File: src/rtl/dual_port_ram.sv
// True dual-port synchronous RAM, one clock, registered read outputs, port A wins address collisions.
// Optional macro DUAL_PORT_RAM_WRITE_FIRST_EN selects write-first reads instead of read-before-write.
module dual_port_ram #(
    parameter int DATA_W = 8,
    parameter int ADDR_W = 4
) (
    input  logic              clk,
    input  logic              rst,
    input  logic              we_a,
    input  logic              we_b,
    input  logic              re_a,
    input  logic              re_b,
    input  logic [DATA_W-1:0] data_a,
    input  logic [DATA_W-1:0] data_b,
    input  logic [ADDR_W-1:0] add_a,
    input  logic [ADDR_W-1:0] add_b,
    output logic [DATA_W-1:0] out_a,
    output logic [DATA_W-1:0] out_b
);

    localparam int DEPTH = 2 ** ADDR_W;

    logic [DATA_W-1:0] mem [DEPTH];
    logic              wr_b_ok;
    logic              load_a;
    logic              load_b;
    logic [DATA_W-1:0] rd_a;
    logic [DATA_W-1:0] rd_b;

    assign wr_b_ok = we_b && !(we_a && (add_a == add_b));

`ifdef DUAL_PORT_RAM_WRITE_FIRST_EN
    // Read data is the word the array will hold after this edge, so a
    // same-address collision forwards port A's data on both ports.
    always_comb begin
        rd_a   = mem[add_a];
        rd_b   = mem[add_b];
        load_a = re_a;
        load_b = re_b;
        if (wr_b_ok && (add_b == add_a))
            rd_a = data_b;
        if (we_a)
            rd_a = data_a;
        if (we_a && (add_a == add_b))
            rd_b = data_a;
        else if (we_b)
            rd_b = data_b;
    end
`else
    always_comb begin
        rd_a   = mem[add_a];
        rd_b   = mem[add_b];
        load_a = re_a && !we_a;
        load_b = re_b && !we_b;
    end
`endif

    always_ff @(posedge clk) begin
        if (rst) begin
            for (int i = 0; i < DEPTH; i++)
                mem[i] <= '0;
            out_a <= '0;
            out_b <= '0;
        end else begin
            if (we_a)
                mem[add_a] <= data_a;
            if (wr_b_ok)
                mem[add_b] <= data_b;
            if (load_a)
                out_a <= rd_a;
            if (load_b)
                out_b <= rd_b;
        end
    end

endmodule

File: config.mk
export PLATFORM = sky130hd
export DESIGN_NAME = dual_port_ram
export DESIGN_NICKNAME = d
export VERILOG_FILES = /design/src/rtl/dual_port_ram.sv
export SDC_FILE = /design/constraint.sdc
export NUM_CORES = 1
export LEC_CHECK = 0
export ABC_CLOCK_PERIOD_IN_PS = 1950
export CAP_MARGIN = 10
export CORE_ASPECT_RATIO = 0.5
export CORE_MARGIN = 8
export CORE_UTILIZATION = 24
export DETAILED_ROUTE_END_ITERATION = 6
export PLACE_DENSITY_LB_ADDON = 0.3
export SYNTH_ARGS = -nofsm -noshare
export SYNTH_HDL_FRONTEND = slang
export SYNTH_SLANG_ARGS = --single-unit
File: constraint.sdc
create_clock -name clk -period 1.95 [get_ports clk]
set_clock_uncertainty 0.1 [all_clocks]
set_input_delay 0.2925 -clock clk [delete_from_list [all_inputs] [get_ports clk]]
set_output_delay 0.2925 -clock clk [all_outputs]
set_load 0.03 [all_outputs]
# After elaboration in Yosys (flattened, before gate mapping)
# Memory sizes are Yosys's and may differ from the RTL's. A register that Yosys moved wholly into a read port is not among the register bits.
# Cells that the tools add are included.
dict set report word_totals {
  output_inout_bits 16
  input_bits 30
  reg_bits 0
  mem_count 1
  ramBits 128
  wordCells 25
}
# memory words width read_ports rd_ports_with_merged_regs write_ports line
set mem_list {}
lappend mem_list {mem 16 8 2 2 16 23} ;# logic [DATA_W-1:0] mem [DEPTH];
dict set report classes {
  eq_ne 1
  reduce_logical 9
  muxes 14
}
# operator count
set ops {}
lappend ops {{8-bit 2-to-1 mux} 2}
lappend ops {{8-bit OR reduction} 2}
lappend ops {{1-bit 2-to-1 mux} 10}
lappend ops {{4-bit 2-to-1 mux} 2}
lappend ops {{4-bit equality test} 1}
lappend ops {{1-bit logical AND} 4}
lappend ops {{1-bit logical NOT} 3}

# Depth between registers and ports, before layout
# Gate-level depths: netlist of run 1.
dict set report logic_depth {
  ltp_word 9
  mapped_depth 7
  ltp_nobuf 4
}

# Worst setup path before layout of run 1
# Ideal clock, no wire load.
dict set report synth_path {
  path_kind {input -> register}
  start {input add_a[3]}
  end {memory mem[0][0], enable pin}
  t_required_ps 1524
  slack_ps -167
  arrival_ps 1691
  setup_time_ps 326
  path_stages 5
  n_path_buf 3
  cell_sequence {buf_2 buf_4 buf_2 nor3_1 a211o_1}
}
# item line
set synth_lines {}
lappend synth_lines {{start: declaration} 15} ;# input logic [ADDR_W-1:0] add_a,
lappend synth_lines {{end: declaration} 23}

==> results of run 1 <==
layer usage:
metal  vias to the layer above  wire length (um)  track usage, %
met5                         -                 0               0
met4                         0              1250            6.85
met3                        69              2530            3.11
met1                      3549             13300            19.0
met2                       386             14900            24.4
li1                       2991                 -               -
placed cells by master (no fill, tap or decap), types with 14 or more instances in the layout:
cell / netlist / routed
edfxtp_1: 128 / 128
buf_4: 8 / 122
a32o_1: 96 / 96
mux2i_1: 80 / 80
clkdlybuf4s50_1: 0 / 35
nor2_1: 35 / 32
a22o_1: 32 / 32
mux4_2: 24 / 24
clkbuf_16: 0 / 17
dfxtp_1: 16 / 16
o221ai_1: 15 / 15
a21oi_1: 15 / 15
o21ai_1: 15 / 15
a211oi_1: 15 / 15
a221oi_1: 15 / 14
worst max-delay path by stage:
| stage | start | endpoint | slack [ns] | cells after the start |
|---|---|---|---|---|
| after global placement | add_b[0] | mem[15][6] | -0.72 | 7 |
| after CTS | add_b[3] | out_b[5] | 0.02 | 8 |
| final | add_b[2] | mem[14][5] | 0.03 | 8 |
| after global routing | out_a[6] | out_a[6] | 0.007 | 1 |
| after detailed placement | add_b[0] | mem[15][2] | -0.76 | 7 |
| after floorplan | add_a[1] | mem[0][0] | -0.05 | 6 |
stage by stage:
stage                     std cells  hold slack, ns  power [mW]  setup slack, ns
after detailed placement       1215           0.403        5.12           -0.765
after CTS                      1254           0.412        8.35           0.0190
after floorplan                 660           0.444        4.47          -0.0454
after global placement         1215           0.402        5.11           -0.719
final                          1254           0.401        8.36           0.0257
after global routing           1254           0.431        8.56          0.00685
worst max-delay path: cells and delay by family:
family,cells,cell delay (ns)
compound gates,1,0.35
xor+xnor,1,0.16
buf+inv,4,0.68
simple gates,2,0.50
what timing repair did:
action | CTS | global route
hold buffers | 0 | 0
buffers inserted | 7 | 0
resized for setup | 24 | 2
endpoints found under the setup margin | 265 | 5
pin swaps | 3 | 0
power breakdown:
group / internal, mW / switching [mW]
Sequential: 3.57 / 0.139
Combinational: 0.573 / 0.829
Clock: 1.79 / 1.46
cells by family (layout without fill, tap and decap cells):
family	Yosys count	in the layout	synth area share, %
flip-flops	144	144	49.2
XOR/XNOR	4	4	0.680
AND/OR/NAND/NOR	82	82	5.11
multiplexers	104	104	15.8
buffers and inverters	94	213	5.26
AO/OA/AOI/OAI	232	232	23.9
cell type report:
class | instances | area (sq um)
tap | 475 | 594
clock buffer | 17 | 425
sequential | 144 | 4160
inverter | 2 | 7.51
timing repair buffer | 179 | 1510
fill | 3500 | 23800
clock inverter | 15 | 148
multi-input combinational | 422 | 3990
flip-flops by register name (all words and copies together), names as in the netlist:
signal  cells
mem       128
out_a       8
out_b       8
==> results.txt, run 1 <==
First-pass GRT wire length: 46,600 um
Die Span X: 282 um
Cell count after synthesis: 660
Syn nets: 690
Final Cycle Share: 98.7%
WS Path Type: input port to flop
Vias: 6,995
Die H: 149 um
Starting DRT DRC Count: 760
Largest net degree at the start of global routing: 40
Final Max Slew Viols: 0
Diodes inserted: 0
CTS clk-pin slew, worst paths: 0.06 ns
Antenna-violating nets left: 0
Fin Setup TNS: 0 ns
Final core utilization: 31.3%
Routability Congestion: 0.868
Worst-path cell chain: dlygate4sd2_1 -> buf_6 -> xor2_4 -> buf_6 -> o41ai_4 -> buf_4 -> nor2_1 -> or3_4
Worst IR drop on VDD: 0.608 mV
Worst path slowest cell: or3_4
Post-DP Area: 0.0101 sq mm
CTS sink cnt: 144
Worst-Skew Late Latency: 0.43 ns
Drt via density: 5.58
CP peak stage delay: 0.45 ns
RSZ-0062 raised after global routing: false
Reg2Reg Depth: 4
Gr ovfl total: 0
Routed WL: 32,000 um
Synth cell count leaders: 128 x edfxtp_1, 96 x a32o_1, 80 x mux2i_1
Nets: 796
# H-tree levels: 4
DIE AREA: 0.0419 sq mm
Shortest period the worst path allows: 1.92 ns
Detailed placer's ending HPWL: 22,900 um
WP data required: 2.02 ns
R2R Setup Slk: 0.25 ns
Total track usage: 14.9%
Via count of the first global-routing pass: 7,018
CTS buffer count: 17
Slew of the pin with the lowest slew margin: 0.617 ns
I/O pin cnt: 46
Initial core utilization: 24.5%
Design area: 0.0108 sq mm
Critical path data arrival time: 1.99 ns
Register area share after synthesis: 49.2%
Pre-antenna DRT Iters: 5
Hold EP: out_a[7]
WL/cell: 25.6 um
Post-synth ARST share: 0%
Initial antenna violation count: 0
Area contributors post-synth: edfxtp_1 45%, a32o_1 11%, mux2i_1 9.5%
Hold Fails Final Rpt: 0
CP endpoint kind: flop
Crit start category: input port
Maximum fanout along the worst path: 8
Top-count cell post-synth: edfxtp_1
Max-Slew Margin vs Limit: 58.7%
Status: finished, final reports clean
Highest clock rate: 0.520 GHz
Cell taking the most area after synthesis: edfxtp_1
Count of cell types in the netlist: 43
Drc violations: 0
Max-Cap Viols: 0
Final setup violating endpoints: 0
Worst Hold Depth: 2
Hold path start: out_a[7]
Layout cells sized above 1: 29.5%
Clock Tree Root: clkbuf_16
EDFF count, synth: 128
Register bit total from synthesis: 144
Area Overhead vs Synth: 28.1%
PwrDens: 771 mW/mm^2
Dominant synthesized flop cell: edfxtp_1
CP most frequent cell: buf_6
CTS max path bufs: 2
Reg2Reg Capture Point: out_b[5]
Row Count: 48
Syn Std Cell Area: 0.00847 sq mm
Synth top area share: 45.4%
Input/output buffers: 45
Worst Hold Class: flop to flop
Leakage: 3.81 nW
Synth warn: 0
CORE AREA: 0.0346 sq mm
CTS tree: built
Mean Syn Cell Area: 12.8 sq um
Reg-to-Reg Start: mem[10][5]
Power figures use the tool's default switching activity.
==> inputs of run 2 (changes only) <==
Settings changed: CTS_BUF_LIST set to sky130_fd_sc_hd__clkbuf_4.
==> results.txt, run 2 (synthesis gave the netlist of run 1 again) <==
First-pass GRT wire length: 46,400 um (was 46,600 um)
Area Overhead vs Synth: 24.0% (was 28.1%)
# H-tree levels: 4 (unchanged)
DIE AREA: 0.0419 sq mm (unchanged)
Die H: 149 um (unchanged)
CTS sink cnt: 144 (unchanged)
CTS buffer count: 17 (unchanged)
Max-Cap Viols: 0 (unchanged)
Via count of the first global-routing pass: 7,002 (was 7,018)
Max-Slew Margin vs Limit: 55.3% (was 58.7%)
Slew of the pin with the lowest slew margin: 0.671 ns (was 0.617 ns)
CP endpoint kind: flop (unchanged)
Shortest period the worst path allows: 1.93 ns (was 1.92 ns)
Commonest non-fill, non-tap cell in the layout: edfxtp_1 (unchanged)
M1 GR Usage: 19.1% (was 19.0%)
Vias: 7,005 (was 6,995)
Cell Count, Final, Fillers Out: 1,253 (was 1,254)
Hold Fails Final Rpt: 0 (unchanged)
Drc violations: 0 (unchanged)
Design area: 0.0105 sq mm (was 0.0108 sq mm)
Worst-Skew Late Latency: 0.60 ns (was 0.43 ns)
Largest register FFs: 128 (unchanged)
Worst-path cell chain: clkdlybuf4s50_1 -> buf_4 -> xor2_4 -> buf_4 -> o41ai_4 -> buf_4 -> nor2_1 -> or3_4 (was dlygate4sd2_1 -> buf_6 -> xor2_4 -> buf_6 -> o41ai_4 -> buf_4 -> nor2_1 -> or3_4)
Starting DRT DRC Count: 772 (was 760)
Detailed placer's ending HPWL: 22,900 um (unchanged)
Place WS: -0.765 ns (unchanged)
Highest clock rate: 0.518 GHz (was 0.520 GHz)
Die Span X: 282 um (unchanged)
Largest net degree at the start of global routing: 40 (unchanged)
PwrDens: 670 mW/mm^2 (was 771 mW/mm^2)
Grt met3 use: 2.81% (was 3.11%)
Top Registers: mem x128, out_a x8, out_b x8 (unchanged)
Most frequent cells in the layout: 128 x edfxtp_1, 124 x buf_4, 96 x a32o_1 (was 128 x edfxtp_1, 122 x buf_4, 96 x a32o_1)
Worst IR drop on VDD: 0.328 mV (was 0.608 mV)
CORE AREA: 0.0346 sq mm (unchanged)
Routability Congestion: 0.868 (unchanged)
Post-DP Area: 0.0101 sq mm (unchanged)
Gr ovfl total: 0 (unchanged)
Status: finished, final reports clean (unchanged)
CTS tree: built (unchanged)
Routed WL: 31,900 um (was 32,000 um)
Pre-antenna DRT Iters: 5 (unchanged)
CTS clk-pin slew, worst paths: 0.14 ns (was 0.06 ns)
Cts hold-fix bufs: 0 (unchanged)
Overall power: 7.03 mW (was 8.36 mW)
Gr busiest metal: met2 (unchanged)
Fin Setup TNS: 0 ns (unchanged)
Worst path slowest cell: clkdlybuf4s50_1 (was or3_4)
Maximum fanout along the worst path: 8 (unchanged)
Initial core utilization: 24.5% (unchanged)
Fill cells: 3,533 (was 3,500)
Hold slack: 0.326 ns (was 0.401 ns)
Final Max Slew Viols: 0 (unchanged)
Leakage: 3.71 nW (was 3.81 nW)
Total track usage: 14.9% (about the same)
Setup WS post-layout: 0.0189 ns (was 0.0257 ns)
WP data required: 2.18 ns (was 2.02 ns)
Drt via density: 5.59 (was 5.58)
CTS max path bufs: 2 (unchanged)
Critical Path Start: add_b[2] (unchanged)
I/O pin cnt: 46 (unchanged)
Input/output buffers: 45 (unchanged)
Clock Tree Root: clkbuf_4 (was clkbuf_16)
Final core utilization: 30.3% (was 31.3%)
Met2 Use GR: 24.2% (was 24.4%)
Reg-to-Reg Start: mem[10][5] (unchanged)
Final Cycle Share: 99.0% (was 98.7%)
Layout cells sized above 1: 29.3% (was 29.5%)
Crit start category: input port (unchanged)
RSZ-0062 raised after global routing: true (was false)
CP peak stage delay: 0.41 ns (was 0.45 ns)
Buffers & Inverters on Critical Path: 4 (unchanged)
Placed cells: 1,215 (unchanged)
WL/cell: 25.4 um (was 25.6 um)
Nets: 794 (was 796)
Cell family with most CP delay: buffers and inverters (unchanged)
Row Count: 48 (unchanged)
Reg with most FFs: mem (unchanged)
Worst Hold Class: input port to flop (was flop to flop)
Hold path start: add_b[1] (was out_a[7])
Antenna-violating nets left: 0 (unchanged)
Critical path data arrival time: 2.16 ns (was 1.99 ns)
WS Path Type: input port to flop (unchanged)
Initial antenna violation count: 1 (was 0)
Final setup violating endpoints: 0 (unchanged)
CP most frequent cell: buf_4 (was buf_6)
R2R Setup Slk: 0.24 ns (was 0.25 ns)
[run 2: cell types whose count changed in the layout (fill, tap and decap cells not counted), moves of 2 or more]
cell,delta
dlygate4sd2_1,+12
clkbuf_16,-17
clkbuf_4,+17
buf_4,+2
buf_6,-4
clkdlybuf4s50_1,-11
[run 2: routing by layer]
layer | wire length (um) | up-vias
met3 | 2610 | 86
met5 | 0 | -
met1 | 13100 | 3540
li1 | - | 2991
met4 | 1430 | 0
met2 | 14700 | 388
[run 2: path summary, 6_finish.rpt]
check             cells past startpoint    endpoint
setup reg to reg                      4    out_b[5]
hold / removal                        5    out_b[3]
hold reg to reg                       2    out_a[7]
setup / recovery                      8  mem[14][5]
[run 2: cell type report]
class / count / area [sq um] / share of cell area, %
inverter: 2 / 7.51 / 0.0715
sequential: 144 / 4160 / 39.7
tap: 475 / 594 / 5.66
antenna: 1 / 2.50 / 0.0238
clock buffer: 17 / 128 / 1.22
multi-input combinational: 422 / 3980 / 37.9
timing repair buffer: 177 / 1470 / 14.0
clock inverter: 15 / 148 / 1.41
[run 2: timing repair]
item	CTS	global route
gates resized for setup	24	5
setup buffers	7	0
pin swaps	2	3
endpoints found under the setup margin	136	50
[run 2: report_power, final]
part	switching [mW]	total, mW	leakage, nW	internal (mW)
Clock	1.29	1.96	0.137	0.665
Combinational	0.821	1.38	2.22	0.556
Sequential	0.137	3.70	1.36	3.56
Total	2.25	7.03	3.71	4.78
[run 2: tightest hold or removal path, stage by stage]
cell and delay (ns):
buf_2 0.11, buf_4 0.29, nand3_1 0.13, o211ai_1 0.09, nand3_1 0.07
==> inputs of run 3 (changes only) <==
Settings changed: ABC_AREA set to 1, CORE_MARGIN 8 to 2, PLACE_DENSITY set to 0.47, PLACE_DENSITY_LB_ADDON 0.3 to unset.
==> results.txt, run 3 <==
Max-Cap Viols: 0 (unchanged)
R2R Setup Slk: 0.51 ns (was 0.24 ns)
Pre-antenna DRT Iters: 5 (unchanged)
Reg with most FFs: mem (unchanged)
Drt via density: 4.81 (was 5.59)
Nets: 1,543 (was 794)
Crit start category: input port (unchanged)
Setup WS post-layout: 0.171 ns (was 0.0189 ns)
Cell family with most CP delay: buffers and inverters (unchanged)
Worst-path cell chain: clkdlybuf4s50_1 -> buf_4 -> nand2_1 -> nor2_2 -> nand3_1 -> nand3b_1 -> buf_12 (was clkdlybuf4s50_1 -> buf_4 -> xor2_4 -> buf_4 -> o41ai_4 -> buf_4 -> nor2_1 -> or3_4)
CTS tree: built (unchanged)
Largest register FFs: 128 (unchanged)
WL/cell: 19.4 um (was 25.4 um)
Final Cycle Share: 91.2% (was 99.0%)
Top Registers: mem x128, out_a x8, out_b x8 (unchanged)
Leakage: 5.57 nW (was 3.71 nW)
Hold Fails Final Rpt: 0 (unchanged)
EDFF count, synth: 128 (unchanged)
Worst Hold Class: flop to flop (was input port to flop)
CTS buffer count: 17 (unchanged)
Routed WL: 40,100 um (was 31,900 um)
Row Count: 52 (was 48)
Clock Tree Root: clkbuf_4 (unchanged)
Syn Std Cell Area: 0.00972 sq mm (was 0.00847 sq mm)
Vias: 9,950 (was 7,005)
Place WS: -0.443 ns (was -0.765 ns)
Register bit total from synthesis: 144 (unchanged)
I/O pin cnt: 46 (unchanged)
Detailed placer's ending HPWL: 27,500 um (was 22,900 um)
CP endpoint kind: flop (unchanged)
Post-synth ARST share: 0% (unchanged)
Drc violations: 0 (unchanged)
Cell taking the most area after synthesis: edfxtp_1 (unchanged)
Status: finished, final reports clean (unchanged)
Initial core utilization: 24.2% (was 24.5%)
Highest clock rate: 0.562 GHz (was 0.518 GHz)
Cell count after synthesis: 1,414 (was 660)
CTS max path bufs: 2 (unchanged)
CTS sink cnt: 144 (unchanged)
Post-CTS setup buffer count: 0 (was 7)
Die H: 146 um (was 149 um)
Shortest period the worst path allows: 1.78 ns (was 1.93 ns)
Die Span X: 289 um (was 282 um)
WS Path Type: input port to flop (unchanged)
Critical path data arrival time: 2.00 ns (was 2.16 ns)
Total track usage: 19.3% (was 14.9%)
Synth warn: 0 (unchanged)
Count of cell types in the netlist: 23 (was 43)
Dominant synthesized flop cell: edfxtp_1 (unchanged)
Layout cells sized above 1: 14.7% (was 29.3%)
Top-count cell post-synth: nand2_1 (was edfxtp_1)
RSZ-0062 raised after global routing: false (was true)
Worst-Skew Late Latency: 0.60 ns (about the same)
Hold slack: 0.443 ns (was 0.326 ns)
Gr ovfl total: 0 (unchanged)
Worst IR drop on VDD: 0.311 mV (was 0.328 mV)
CORE AREA: 0.0401 sq mm (was 0.0346 sq mm)
Area contributors post-synth: edfxtp_1 40%, nand2_1 30%, nand4_1 9.3% (was edfxtp_1 45%, a32o_1 11%, mux2i_1 9.5%)
Routability Congestion: 0.916 (was 0.868)
DIE AREA: 0.0422 sq mm (was 0.0419 sq mm)
Synth top area share: 39.6% (was 45.4%)
Area Overhead vs Synth: 24.8% (was 24.0%)
Met2 Use GR: 30.7% (was 24.2%)
Worst path slowest cell: clkdlybuf4s50_1 (unchanged)
Synth cell count leaders: 784 x nand2_1, 144 x nand4_1, 128 x edfxtp_1 (was 128 x edfxtp_1, 96 x a32o_1, 80 x mux2i_1)
Most frequent cells in the layout: 784 x nand2_1, 144 x nand4_1, 128 x edfxtp_1 (was 128 x edfxtp_1, 124 x buf_4, 96 x a32o_1)
Initial antenna violation count: 1 (unchanged)
Buffers & Inverters on Critical Path: 3 (was 4)
Final Max Slew Viols: 0 (unchanged)
Syn nets: 1,444 (was 690)
Largest net degree at the start of global routing: 45 (was 40)
Mean Syn Cell Area: 6.87 sq um (was 12.8 sq um)
Slew of the pin with the lowest slew margin: 0.407 ns (was 0.671 ns)
Max-Slew Margin vs Limit: 72.8% (was 55.3%)
WP data required: 2.17 ns (was 2.18 ns)
PwrDens: 631 mW/mm^2 (was 670 mW/mm^2)
Starting DRT DRC Count: 818 (was 772)
Antenna-violating nets left: 0 (unchanged)
M1 GR Usage: 27.2% (was 19.1%)
Input/output buffers: 45 (unchanged)
CTS clk-pin slew, worst paths: 0.13 ns (was 0.14 ns)
First-pass GRT wire length: 60,600 um (was 46,400 um)
Register area share after synthesis: 42.9% (was 49.2%)
# H-tree levels: 4 (unchanged)
Maximum fanout along the worst path: 13 (was 8)
Gr busiest metal: met2 (unchanged)
Via count of the first global-routing pass: 9,407 (was 7,002)
Commonest non-fill, non-tap cell in the layout: nand2_1 (was edfxtp_1)
Grt met3 use: 2.44% (was 2.81%)
CP peak stage delay: 0.59 ns (was 0.41 ns)
Final setup violating endpoints: 0 (unchanged)
[run 3: final timing paths]
kind,endpoint,start,depth (start not counted)
max,mem[10][4],add_b[1],7
min,out_a[6],out_a[6],2
max reg2reg,out_b[3],mem[8][3],8
min reg2reg,out_a[6],out_a[6],2
[run 3: repair_timing]
action,in CTS,in global routing
setup endpoints to repair,16,0
hold buffers,0,0
resized for setup,16,0
[run 3: layout make-up]
type                       count  area, sq um
timing repair buffer         192         1910
fill                        4342        28000
sequential                   144         4160
clock inverter                13          193
inverter                      25         96.3
clock buffer                  19          143
antenna                        1         2.50
multi-input combinational   1133         4940
tap                          540          676
[run 3: layer usage]
metal	vias to the layer above	part of all wire, %
li1	4883	-
met1	4664	46
met2	336	46
met3	67	5.5
met4	0	2.6
met5	-	0
[run 3: cells by family (layout without fill, tap and decap cells)]
| family | after synthesis | in the layout | share of synthesized area (%) |
|---|---|---|---|
| xor+xnor | 2 | 2 | 0.180 |
| simple gates | 1106 | 1106 | 49.3 |
| flops | 144 | 144 | 42.9 |
| buf+inv | 137 | 249 | 6.40 |
| compound gates | 25 | 25 | 1.29 |
| other cells | 0 | 1 | 0 |
[run 3: worst register-to-register path, cell delays in order (launching register included)]
cell and delay, ns:
edfxtp_1 0.47, nand2_1 0.10, nand2_1 0.07, nand2_1 0.09
nand2_1 0.06, nand2_1 0.07, nand3_1 0.18, nor2_1 0.16
nor2_1 0.05
[run 3: where the power goes]
part	switching (mW)	internal, mW	leakage, nW	total [mW]
Combinational	1.08	0.551	4.03	1.63
Sequential	0.132	3.56	1.36	3.69
Clock	1.18	1.16	0.179	2.33
[run 3: stage by stage]
step	setup TNS [ns]	power (mW)	utilization, %	cell area [sq um]	std cells
floorplan	0	4.55	-	9720	1414
global placement	-86.50	5.39	29.4	11800	2034
detailed placement	-89.15	5.39	29.4	11800	2034
CTS	0	7.68	30.2	12100	2066
global route	0	7.97	30.2	12100	2067
finish	0	7.65	30.2	12100	2067
